--- src/rtl/odd_seq_monitor.sv ---
// Checks that a 4-bit odd-value counter follows the ring 1->3->5->7->9->1.
// Tracks lock, completed laps, per-lap sums and sequence errors.
module odd_seq_monitor #(
  parameter int unsigned LOCK_LEN = 2,
  parameter int unsigned LAP_W    = 8,
  parameter int unsigned ERR_W    = 8
) (
  input  logic             clk,
  input  logic             rst_n,
  input  logic [3:0]       count_in,
  input  logic             clear,
  output logic             locked,
  output logic             lap_done,
  output logic [LAP_W-1:0] lap_count,
  output logic [4:0]       lap_sum,
  output logic [4:0]       lap_sum_last,
  output logic             seq_err,
  output logic [ERR_W-1:0] err_count
);

  localparam int unsigned      RUN_W   = $clog2(LOCK_LEN + 1);
  localparam logic [RUN_W-1:0] RUN_MAX = RUN_W'(LOCK_LEN);
  localparam logic [ERR_W-1:0] ERR_MAX = '1;

  typedef enum logic {ST_UNLOCKED, ST_LOCKED} state_e;

  state_e           state_q, state_d;
  logic [3:0]       prev_q, prev_d;
  logic             prev_valid_q, prev_valid_d;
  logic [RUN_W-1:0] run_q, run_d;
  logic             seen_one_q, seen_one_d;
  logic [4:0]       lap_sum_q, lap_sum_d;
  logic [4:0]       lap_sum_last_q, lap_sum_last_d;
  logic [LAP_W-1:0] lap_count_q, lap_count_d;
  logic [ERR_W-1:0] err_count_q, err_count_d;
  logic             lap_done_q, lap_done_d;
  logic             seq_err_q, seq_err_d;
  logic             legal;

  function automatic logic is_legal(input logic [3:0] from_v, input logic [3:0] to_v);
    logic ok;
    case (from_v)
      4'd1:    ok = (to_v == 4'd3);
      4'd3:    ok = (to_v == 4'd5);
      4'd5:    ok = (to_v == 4'd7);
      4'd7:    ok = (to_v == 4'd9);
      4'd9:    ok = (to_v == 4'd1);
      default: ok = 1'b0;
    endcase
    return ok;
  endfunction

  assign legal = is_legal(prev_q, count_in);

  always_comb begin
    state_d        = state_q;
    prev_d         = count_in;
    prev_valid_d   = 1'b1;
    run_d          = run_q;
    seen_one_d     = seen_one_q;
    lap_sum_d      = lap_sum_q;
    lap_sum_last_d = lap_sum_last_q;
    lap_count_d    = lap_count_q;
    err_count_d    = err_count_q;
    lap_done_d     = 1'b0;
    seq_err_d      = 1'b0;

    // The very first sample after reset has no predecessor to compare with.
    if (prev_valid_q) begin
      case (state_q)
        ST_UNLOCKED: begin
          if (legal) begin
            run_d = run_q + RUN_W'(1);
            if (run_q + RUN_W'(1) == RUN_MAX) begin
              state_d    = ST_LOCKED;
              seen_one_d = 1'b0;
              lap_sum_d  = 5'd0;
            end
          end else begin
            run_d = '0;
          end
        end
        ST_LOCKED: begin
          if (legal) begin
            if (count_in == 4'd1) begin
              // A lap only counts once a full ring has been observed from a 1.
              if (seen_one_q) begin
                lap_done_d     = 1'b1;
                lap_count_d    = lap_count_q + LAP_W'(1);
                lap_sum_last_d = lap_sum_q;
              end
              lap_sum_d  = 5'd1;
              seen_one_d = 1'b1;
            end else begin
              lap_sum_d = lap_sum_q + {1'b0, count_in};
            end
          end else begin
            seq_err_d = 1'b1;
            if (err_count_q != ERR_MAX) begin
              err_count_d = err_count_q + ERR_W'(1);
            end
            state_d    = ST_UNLOCKED;
            run_d      = '0;
            lap_sum_d  = 5'd0;
            seen_one_d = 1'b0;
          end
        end
        default: state_d = ST_UNLOCKED;
      endcase
    end

    if (clear) begin
      lap_count_d    = '0;
      err_count_d    = '0;
      lap_sum_last_d = 5'd0;
    end
  end

  always_ff @(posedge clk or negedge rst_n) begin
    if (!rst_n) begin
      state_q        <= ST_UNLOCKED;
      prev_q         <= 4'd0;
      prev_valid_q   <= 1'b0;
      run_q          <= '0;
      seen_one_q     <= 1'b0;
      lap_sum_q      <= 5'd0;
      lap_sum_last_q <= 5'd0;
      lap_count_q    <= '0;
      err_count_q    <= '0;
      lap_done_q     <= 1'b0;
      seq_err_q      <= 1'b0;
    end else begin
      state_q        <= state_d;
      prev_q         <= prev_d;
      prev_valid_q   <= prev_valid_d;
      run_q          <= run_d;
      seen_one_q     <= seen_one_d;
      lap_sum_q      <= lap_sum_d;
      lap_sum_last_q <= lap_sum_last_d;
      lap_count_q    <= lap_count_d;
      err_count_q    <= err_count_d;
      lap_done_q     <= lap_done_d;
      seq_err_q      <= seq_err_d;
    end
  end

  assign locked       = (state_q == ST_LOCKED);
  assign lap_done     = lap_done_q;
  assign lap_count    = lap_count_q;
  assign lap_sum      = lap_sum_q;
  assign lap_sum_last = lap_sum_last_q;
  assign seq_err      = seq_err_q;
  assign err_count    = err_count_q;

endmodule

--- config.mk ---
export PLATFORM = sky130hd
export DESIGN_NAME = odd_seq_monitor
export DESIGN_NICKNAME = d
export VERILOG_FILES = /design/src/rtl/odd_seq_monitor.sv
export SDC_FILE = /design/constraint.sdc
export NUM_CORES = 1
export LEC_CHECK = 0
export BUFFER_PORTS_ARGS = -buffer_cell sky130_fd_sc_hd__buf_2
export CAP_MARGIN = 15
export CORE_MARGIN = 4
export CORE_UTILIZATION = 50
export DETAILED_ROUTE_END_ITERATION = 10
export GPL_TIMING_DRIVEN = 0
export HOLD_SLACK_MARGIN = 0.1
export MAX_ROUTING_LAYER = met4
export PLACE_DENSITY = 0.73
export SYNTH_ARGS = -nofsm -noshare
export SYNTH_HDL_FRONTEND = slang
export SYNTH_SLANG_ARGS = --single-unit
export TNS_END_PERCENT = 10
--- constraint.sdc ---
create_clock -name clk -period 4.67 [get_ports clk]
set_input_delay 0.2335 -clock clk [delete_from_list [all_inputs] [get_ports clk]]
set_output_delay 0.2335 -clock clk [all_outputs]
set_load 0.02 [all_outputs]
==> qor.txt <==
Status -> complete, no violations
CP Max Fanout -> 7
Crit path arrival time -> 2.77 ns
DIE AREA -> 4820 um^2
Worst-case reg-to-reg path depth -> 6
CTS root buffer -> clkbuf_8
Vias in the first global route -> 1369
Cells on Worst Hold Path -> 1
Syn. warnings -> 0
Initial antenna violation count -> 0
VDD IR-drop max -> 0.170 mV
CTS tree -> yes
Remaining Overflow, GRT -> 0
DIE WIDTH -> 69.5 um
Setup bufs post-CTS -> 0
Crit end category -> flop
Worst R2R Start -> prev_q[3]$_DFF_PN0_
Fmax achieved -> 0.392 GHz
Critical path type -> flop to flop
Synth-to-layout area growth -> 19.7%
# fillers -> 305
Number of CTS-inserted buffers -> 5
Core area -> 3660 um^2
Flops & latches, synth -> 37
Worst-skew pair later-pin latency -> 0.29 ns
Hold endpoint -> prev_q[2]$_DFF_PN0_
Global-route wire length before repair -> 6510 um
Final setup vio count -> 0
Setup_tns -> 0 ns
Post-synth EDFFs -> 0
CP Launch Type -> flop
Post-Synthesis Cells -> 171
DR vias/cell -> 5.43
Distinct cells, synth -> 41
Routed Antenna Nets -> 0
Hold Fails Final Rpt -> 0
Drt total wl -> 3750 um
Largest net degree at the start of global routing -> 38
CTS max path bufs -> 2
Part of the power in registers -> 45.6%
Syn nets -> 186
Sw Pwr -> 240 uW
Req. time, crit path -> 4.88 ns
Worst Setup Slack, final -> 2.12 ns
Die height -> 69.5 um
Seq/Total Area, Yosys -> 49.0%
Nets@finish -> 230
Sequential cell area -> 926 um^2
H-tree depth -> 2
Async set-or-reset flop fraction in the synthesized netlist -> 100%
Gpl congestion -> 0.874
Quantity of gates resized following cts -> 0
Internal power -> 583 uW
Max-cap violations -> 0
P per Cell Area -> 364 nW/um^2
Minimum clock period -> 2.55 ns
Tightest Pin Transition -> 0.814 ns
Synth Cell Area -> 1890 um^2
DR vias -> 1433
Row Count -> 22
R2r endpoint -> lap_sum[4]$_DFFE_PN0P_
Length of the first detailed-routing pass in iterations -> 4
Final worst-path cycle share -> 54.7%
PortBufs -> 35
Syn Area/Cell -> 11.0 um^2
Pre-CTS WS -> 2.15 ns
Slack of the worst reg-to-reg path -> 2.12 ns
GRT Resource Usage Total -> 17.1%
Setup Skew -> 0.00871 ns
Dpl hpwl -> 2780 um
Comb power frac -> 19.9%
DRT iter0 DRCs -> 69
Multi-input logic area -> 922 um^2
Crit path launch -> prev_q[3]$_DFF_PN0_
HP Class -> input port to flop
Ant diodes -> 0
I/O pin count -> 36
RSZ-0062 raised after global routing -> false
Hold Startpoint -> count_in[2]
Leakage -> 0.00109 uW
Clock Power Share -> 34.5%
Leading register cell type out of synthesis -> dfrtp_1
Clk pin slew, worst setup/hold paths -> 0.07 ns
Drt wl/cell -> 14.2 um
Net Sw Frac -> 29.1%
Drt drc -> 0
Slew HR -> 45.7%
Share of layout cells above drive strength 1 -> 25.0%
CTS Sinks -> 37
Initial Utilization -> 51.6%
Max Slew Vio Count -> 0
## per-layer routing
metal  GRT usage (%)  vias to the layer above  share of wire (%)  routed length, um
met1            23.2                      696                 47               1770
met5               -                        -                  0                  0
li1                -                      698                  -                  -
met2            24.8                       34                 46               1730
met4            4.56                        0                1.2                 45
met3            5.36                        5                5.5                208
## area by class of cell
cell class | instances | share of cell area, %
clock inverter | 1 | 1.33
tap | 48 | 2.66
buffer | 5 | 1.27
multi-input combinational | 126 | 40.8
inverter | 3 | 0.498
timing repair buffer | 37 | 8.64
clock buffer | 7 | 3.82
sequential | 37 | 41.0
## layout by cell type, fill, tap and decap left out, types with 4 or more instances in the layout
cell,Yosys,final
buf_2,2,37
ha_1,7,7
nand3_1,4,4
dfrtp_1,37,37
nor3_1,4,4
mux2i_1,9,9
nor2_1,27,27
nand4_1,6,6
a21oi_1,7,7
xnor2_1,8,8
clkbuf_8,0,6
nand2_1,10,10
xor2_1,8,8
## state kept, by name, summed over array words and instances (netlist names)
name and count:
err_count 8, locked 1, prev_q 4, seen_one_q 1, lap_done 1, seq_err 1, run_q 2, lap_sum 5
prev_valid_q 1, lap_sum_last 5, lap_count 8
## worst max path at each step
stage | end | slack [ns]
final | lap_sum[4]$_DFFE_PN0P_ | 2.12
after global routing | lap_count[3]$_DFFE_PN0P_ | 1.87
after CTS | lap_sum[4]$_DFFE_PN0P_ | 2.12
after detailed placement | lap_sum[4]$_DFFE_PN0P_ | 2.15
after global placement | lap_sum[4]$_DFFE_PN0P_ | 2.19
after floorplan | lap_sum[4]$_DFFE_PN0P_ | 2.32
## cells by family (layout without fill, tap and decap cells)
family / Yosys count / in the layout / synth area share (%)
DFF: 37 / 37 / 49.0
and+or+nand+nor: 68 / 68 / 18.8
buffers and inverters: 8 / 53 / 2.12
xor gates and xnor gates: 16 / 16 / 7.42
muxes: 9 / 9 / 4.77
other: 1 / 1 / 0.199
adders and majority gates: 8 / 8 / 5.70
AOI/OAI and AO/OA: 24 / 24 / 11.9
## cells in the mapped netlist, types with 3 or more instances
cell type,n,share of area [%]
a21oi_1,7,1.9
dfrtp_1,37,49
ha_1,7,4.6
inv_1,3,0.60
mux2i_1,9,4.8
nand2_1,10,2.0
nand3_1,4,1.1
nand4_1,6,2.0
nor2_1,27,5.4
nor2b_1,3,0.99
nor3_1,4,1.1
o21ai_0,3,0.79
xnor2_1,8,3.7
xor2_1,8,3.7
## critical path: stages, from the launching register on
cell and delay [ns]:
dfrtp_1 0.43, or4b_1 0.56, o211a_4 0.28, a2111oi_4 0.51
a31oi_4 0.20, or3_1 0.36, a21oi_2 0.14
## power by group through the flow
stage,clock (uW),combinational (uW),sequential (uW)
3_5_place_dp,0,163,382
6_report,284,164,375
5_1_grt,303,182,380
3_3_place_gp,0,156,378
4_1_cts,289,165,375
2_1_floorplan,0,93.3,395
## what timing repair did
| action | CTS | global route |
|---|---|---|
| hold buffers | 2 | 0 |
| hold endpoints to repair | 38 | 0 |
| endpoints found under the setup margin | 0 | 0 |
## per-stage QoR
step / power (uW) / util, % / hold slack, ns / cells / instance area (um^2)
after detailed placement: 544 / 58.0 / 0.372 / 254 / 2120
after floorplan: 488 / - / -0.0621 / 171 / 1890
after global routing: 866 / 61.7 / 0.140 / 264 / 2260
after CTS: 830 / 61.7 / 0.130 / 264 / 2260
final: 823 / 61.7 / 0.140 / 264 / 2260
after global placement: 534 / 58.0 / 0.357 / 254 / 2120
Power figures use the tool's default switching activity.
